### src/rtl/code_lock_pkg.sv
// rtl/code_lock_pkg.sv - shared constants and state encoding for the code lock
// Purpose: state encoding for code_lock_fsm, the digit width shared with the
//          decimal digit counter, and a small compile-time helper.
// Ports:   none (package).
package code_lock_pkg;

  // Digit width shared by the digit counter and the code-entry controller.
  localparam int DIGIT_WIDTH = 4;

  typedef enum logic [1:0] {
    ST_ENTRY   = 2'd0,
    ST_OPEN    = 2'd1,
    ST_LOCKOUT = 2'd2
  } state_t;

  function automatic int max_int(input int a, input int b);
    return (a > b) ? a : b;
  endfunction

endpackage

### src/rtl/code_lock_timer.sv
// rtl/code_lock_timer.sv - loadable down-counter with a done flag
// Purpose: one timer shared by the OPEN and LOCKOUT states. Loading N-1
//          makes done rise after N further clock edges.
// Ports:   clk      - rising-edge clock
//          clr_n    - synchronous reset, active-low
//          load     - load load_val this cycle (wins over counting)
//          load_val - value to load
//          done     - counter is at zero
module code_lock_timer #(
  parameter int TW = 4
) (
  input  logic          clk,
  input  logic          clr_n,
  input  logic          load,
  input  logic [TW-1:0] load_val,
  output logic          done
);

  logic [TW-1:0] cnt;

  always_ff @(posedge clk) begin
    if (!clr_n) begin
      cnt <= '0;
    end else if (load) begin
      cnt <= load_val;
    end else if (cnt != '0) begin
      cnt <= cnt - 1'b1;
    end
  end

  assign done = (cnt == '0);

endmodule

### src/rtl/code_lock_fsm.sv
// rtl/code_lock_fsm.sv - code-entry controller for the lock
// Purpose: samples the digit counter on each enter pulse, checks the entered
//          sequence against the stored code, opens the lock for a fixed time
//          and, with CODE_LOCK_LOCKOUT_EN defined, locks out with an alarm
//          after MAX_FAIL consecutive wrong codes.
// Ports:   clk, clr_n (sync active-low reset), digit, enter, cancel, code
//          (first digit in MSB field) in; dig_clr, pos, unlocked, alarm,
//          fail_cnt out. All outputs registered.
// Macro:   CODE_LOCK_LOCKOUT_EN - builds fail counting and the LOCKOUT state.
module code_lock_fsm
  import code_lock_pkg::*;
#(
  parameter int DIGITS         = 4,
  parameter int WIDTH          = DIGIT_WIDTH,
  parameter int UNLOCK_CYCLES  = 8,
  parameter int MAX_FAIL       = 3,
  parameter int LOCKOUT_CYCLES = 16
) (
  input  logic                           clk,
  input  logic                           clr_n,
  input  logic [WIDTH-1:0]               digit,
  input  logic                           enter,
  input  logic                           cancel,
  input  logic [DIGITS*WIDTH-1:0]        code,
  output logic                           dig_clr,
  output logic [$clog2(DIGITS+1)-1:0]    pos,
  output logic                           unlocked,
  output logic                           alarm,
  output logic [$clog2(MAX_FAIL+1)-1:0]  fail_cnt
);

  localparam int PW = $clog2(DIGITS + 1);
  localparam int FW = $clog2(MAX_FAIL + 1);
  localparam int TW = $clog2(max_int(UNLOCK_CYCLES, LOCKOUT_CYCLES) + 1);

  localparam logic [PW-1:0] LAST_POS  = PW'(DIGITS - 1);
  localparam logic [TW-1:0] OPEN_LOAD = TW'(UNLOCK_CYCLES - 1);

  state_t            state, state_n;
  logic [PW-1:0]     pos_n;
  logic              mm_q, mm_n, mm_now;
  logic              dig_clr_n;
  logic              tmr_load, tmr_done;
  logic [TW-1:0]     tmr_val;
  logic [DIGITS*WIDTH-1:0] code_sh;
  logic [WIDTH-1:0]  exp_digit;

`ifdef CODE_LOCK_LOCKOUT_EN
  localparam logic [FW-1:0] FAIL_MAX  = FW'(MAX_FAIL);
  localparam logic [TW-1:0] LOCK_LOAD = TW'(LOCKOUT_CYCLES - 1);
  logic [FW-1:0] fail_q, fail_n;
  logic          alarm_q;
`endif

  // Bring the field for the current position down to the low bits.
  assign code_sh   = code >> (WIDTH * (DIGITS - 1 - int'(pos)));
  assign exp_digit = code_sh[WIDTH-1:0];

  code_lock_timer #(.TW(TW)) u_timer (
    .clk      (clk),
    .clr_n    (clr_n),
    .load     (tmr_load),
    .load_val (tmr_val),
    .done     (tmr_done)
  );

  always_comb begin
    state_n   = state;
    pos_n     = pos;
    mm_n      = mm_q;
    dig_clr_n = 1'b0;
    tmr_load  = 1'b0;
    tmr_val   = '0;
`ifdef CODE_LOCK_LOCKOUT_EN
    fail_n    = fail_q;
`endif
    // Final verdict must include the digit being entered right now.
    mm_now    = mm_q | (digit != exp_digit);

    case (state)
      ST_ENTRY: begin
        if (cancel) begin
          pos_n     = '0;
          mm_n      = 1'b0;
          dig_clr_n = 1'b1;
        end else if (enter) begin
          dig_clr_n = 1'b1;
          if (pos == LAST_POS) begin
            pos_n = '0;
            mm_n  = 1'b0;
            if (!mm_now) begin
              state_n  = ST_OPEN;
              tmr_load = 1'b1;
              tmr_val  = OPEN_LOAD;
`ifdef CODE_LOCK_LOCKOUT_EN
              fail_n   = '0;
`endif
            end else begin
`ifdef CODE_LOCK_LOCKOUT_EN
              if (fail_q == FAIL_MAX - 1'b1) begin
                fail_n   = FAIL_MAX;
                state_n  = ST_LOCKOUT;
                tmr_load = 1'b1;
                tmr_val  = LOCK_LOAD;
              end else begin
                fail_n = fail_q + 1'b1;
              end
`endif
            end
          end else begin
            pos_n = pos + 1'b1;
            mm_n  = mm_now;
          end
        end
      end
      ST_OPEN: begin
        if (cancel || tmr_done) state_n = ST_ENTRY;
      end
      default: begin
`ifdef CODE_LOCK_LOCKOUT_EN
        if (tmr_done) begin
          state_n = ST_ENTRY;
          fail_n  = '0;
        end
`else
        state_n = ST_ENTRY;
`endif
      end
    endcase
  end

  always_ff @(posedge clk) begin
    if (!clr_n) begin
      state    <= ST_ENTRY;
      pos      <= '0;
      mm_q     <= 1'b0;
      dig_clr  <= 1'b0;
      unlocked <= 1'b0;
    end else begin
      state    <= state_n;
      pos      <= pos_n;
      mm_q     <= mm_n;
      dig_clr  <= dig_clr_n;
      unlocked <= (state_n == ST_OPEN);
    end
  end

`ifdef CODE_LOCK_LOCKOUT_EN
  always_ff @(posedge clk) begin
    if (!clr_n) begin
      fail_q  <= '0;
      alarm_q <= 1'b0;
    end else begin
      fail_q  <= fail_n;
      alarm_q <= (state_n == ST_LOCKOUT);
    end
  end
  assign fail_cnt = fail_q;
  assign alarm    = alarm_q;
`else
  assign fail_cnt = '0;
  assign alarm    = 1'b0;
`endif

endmodule

### config.mk
export PLATFORM = sky130hd
export DESIGN_NAME = code_lock_fsm
export DESIGN_NICKNAME = d
export VERILOG_FILES = /design/src/rtl/code_lock_pkg.sv /design/src/rtl/code_lock_timer.sv /design/src/rtl/code_lock_fsm.sv
export SDC_FILE = /design/constraint.sdc
export NUM_CORES = 1
export LEC_CHECK = 0
export BUFFER_PORTS_ARGS = -buffer_cell sky130_fd_sc_hd__clkbuf_2
export CAP_MARGIN = 30
export CORE_MARGIN = 2
export CORE_UTILIZATION = 40
export DETAILED_ROUTE_END_ITERATION = 10
export GPL_TIMING_DRIVEN = 0
export PLACE_DENSITY = 0.64
export SETUP_SLACK_MARGIN = 0.3
export SLEW_MARGIN = 20
export SYNTH_ARGS = -nofsm -noshare
export SYNTH_HDL_FRONTEND = slang
export SYNTH_HIERARCHICAL = 1
export SYNTH_SLANG_ARGS = --single-unit
### constraint.sdc
create_clock -name clk -period 5.06 [get_ports clk]
set_input_delay 0.759 -clock clk [delete_from_list [all_inputs] [get_ports clk]]
set_output_delay 0.759 -clock clk [all_outputs]
set_load 0.01 [all_outputs]
==> out/metrics.yaml <==
slew_violations: 0
drc: 0
cts_resized: 0
synth.distinct_cells: 38
hold_class: "reg -> reg"
wl_per_cell_um: 11.90
hold_viol: 0
grt_max_degree: 10
clockRootBuffer: "clkbuf_4"
outcome: "complete, no violations"
placementRows: 16
ir_worst_vdd_v: 0.0001859
min_to: "u_timer/cnt[1]$_SDFFE_PN0P_"
dr_total_vias: 771
endpoint_kind: "flip-flop"
cts_made_buffers: 3
cp.required_ps: 5220
power.density_mw_per_mm2: 278.6
vias_per_cell: 5.072
setup_tns_ps: 0
worst-setup-path-type: "in -> reg"
r2r_slack_ps: 2510
grt_pass1_vias: 736
pin_count: 32
drive_above_1_share_pct: 34.40
dr.pass1.iters: 4
track_usage_pct: 15.57
rsz0062_at_grt: "no"
setup_viol: 0
die_x_um: 50.32
total_power_mw: 0.3001
core_area_mm2: 0.002002
ys_ff_latch: 13
die_h_um: 50.32
io_buffers: 28
worst_slew_pin_slew_ps: 626.4
num-nets-final: 152
hold_buffers: 0
cts_tree: "yes"
area.growth.synth_to_final_pct: 25.51
dieArea_mm2: 0.002532
initial_core_util_pct: 42.87
cts_buffer_depth: 2
path_clk_slew_ps: 90
grt_pass1_wl_um: 3022
crit_fanout: 9
r2r_cells: 10
fmax_ghz: 0.3910
holdPathStages: 2
layout_commonest_cell: "clkbuf_2"
p_leak_nw: 0.4908
drtIter0Drc: 15
fin_crit_sh_pct: 50.54
synthCells: 88
postCtsSetupBuffers: 0
grt-ovfl-total: 0
cp.arrival_ps: 2720
h-tree-depth: 1
min_period_ps: 2557
seq_area_frac_synth_pct: 30.32
mostFrequentLayoutCells: "clkbuf_2 (28), dfxtp_1 (13), nor2_1 (8), conb_1 (6), nand3_1 (6)"
wirelength_um: 1809
ant_nets: 0
avgSynthCellArea_um2: 9.754
hold_path_startpoint: "u_timer/cnt[1]$_SDFFE_PN0P_"
start_kind: "input pin"
clk_latency_ps: 280
ys_warn_count: 6
r2r_end: "u_timer/cnt[4]$_SDFFE_PN0P_"
slew_headroom_pct: 57.65
gp_congestion: 0.7532
clock-skew-final_ps: 7.997
place_hpwl_um: 1402
r2r-start: "pos[0]$_SDFFE_PN0P_"
syn_area_um2: 858.3
clock_sinks: 13
max-cap-violations: 0
diodes: 0
antenna_found_initial: 0
final cells by class:
| type | instances | area (µm²) |
|---|---|---|
| sequential | 13 | 260.3 |
| inverter | 6 | 22.52 |
| multi-input combinational | 68 | 538.0 |
| clock buffer | 4 | 26.28 |
| fill | 180 | 924.6 |
| tap | 27 | 33.78 |
| timing repair buffer | 28 | 140.1 |
| buffer | 6 | 56.30 |
cell families after synthesis:
kind of cell | share of synthesized area [%]
XOR/XNOR | 3.937
adder cells (fa/ha/maj) | 2.915
AO/OA/AOI/OAI | 14.73
flip-flops | 30.32
AND/OR/NAND/NOR | 24.78
buffers and inverters | 9.183
multiplexers | 13.70
other | 0.4369
power by group:
group / switching, mW / internal [mW] / leakage, nW
clock: 0.0351 / 0.0305 / 0.0150
combinational: 0.0485 / 0.0534 / 0.369
sequential: 0.0159 / 0.117 / 0.106
total: 0.0994 / 0.201 / 0.491
critical path, cell delays in order:
cell and delay [ps]:
clkbuf_2 80, mux4_2 520, xnor2_2 150, nand4b_1 140, a32oi_2 320, and3_1 280, buf_6 150, inv_1 90
o311ai_0 130, a21oi_1 110
worst max path at each step:
| stage | depth (start not counted) | end | startpoint |
|---|---|---|---|
| after detailed placement | 10 | u_timer/cnt[4]$_SDFFE_PN0P_ | code[2] |
| after CTS | 10 | u_timer/cnt[4]$_SDFFE_PN0P_ | pos[0]$_SDFFE_PN0P_ |
| after global routing | 10 | u_timer/cnt[0]$_SDFFE_PN0P_ | pos[0]$_SDFFE_PN0P_ |
| after global placement | 10 | u_timer/cnt[0]$_SDFFE_PN0P_ | code[2] |
| final | 10 | u_timer/cnt[4]$_SDFFE_PN0P_ | code[2] |
| after floorplan | 8 | u_timer/cnt[1]$_SDFFE_PN0P_ | code[2] |
state kept, by name, summed over array words and instances, names as in the netlist:
name and flops:
mm_q 1, u_timer/cnt 5, pos 3, state 2, unlocked 1, dig_clr 1
cell usage after synthesis:
cell type | number | area share, %
nand4_1 | 3 | 2.2
o311a_1 | 1 | 1.2
buf_6 | 3 | 3.9
or2b_1 | 1 | 0.87
nor3b_1 | 1 | 0.87
nand2b_1 | 1 | 0.73
o311ai_0 | 2 | 2.0
inv_1 | 5 | 2.2
or4_1 | 1 | 0.87
dfxtp_1 | 13 | 30
a21oi_1 | 4 | 2.3
and3_1 | 1 | 0.73
mux4_2 | 2 | 5.2
ha_1 | 2 | 2.9
nor2_1 | 8 | 3.5
o41ai_1 | 1 | 1.0
nand3b_1 | 1 | 0.87
mux2i_1 | 2 | 2.3
a22oi_1 | 1 | 0.87
nor3_1 | 3 | 1.7
nand4b_1 | 1 | 1.0
conb_1 | 1 | 0.44
buf_4 | 3 | 2.6
nor4_1 | 1 | 0.73
o2111ai_1 | 1 | 1.0
xnor2_1 | 2 | 2.0
nor4b_4 | 1 | 2.8
o211ai_1 | 1 | 0.87
inv_2 | 1 | 0.44
nor2b_1 | 2 | 1.5
nand3_1 | 6 | 3.5
mux4_1 | 2 | 6.1
xnor2_2 | 1 | 1.9
o21ai_0 | 2 | 1.2
a41o_1 | 2 | 2.3
nor4b_1 | 2 | 2.0
a32oi_2 | 1 | 1.9
nand2_1 | 2 | 0.87
layer usage:
layer	global-route usage [%]	vias to the layer above	routed length, µm
li1	-	403	-
met5	0	-	0
met1	17.88	350	837
met4	6.757	0	22
met3	3.869	2	82
met2	27.19	16	866
metrics by stage:
stage | instance area [µm²] | utilization (%) | cells | hold slack (ps) | worst slack, ps
global placement | 1051 | 52.50 | 148 | 501.6 | 2269
CTS | 1077 | 53.81 | 152 | 523.3 | 2526
floorplan | 877.1 | - | 93 | 475.1 | 2455
detailed placement | 1051 | 52.50 | 148 | 508.6 | 2238
global route | 1077 | 53.81 | 152 | 541.9 | 2331
finish | 1077 | 53.81 | 152 | 520.4 | 2503
No activity file was read; power rests on OpenSTA's default activity.
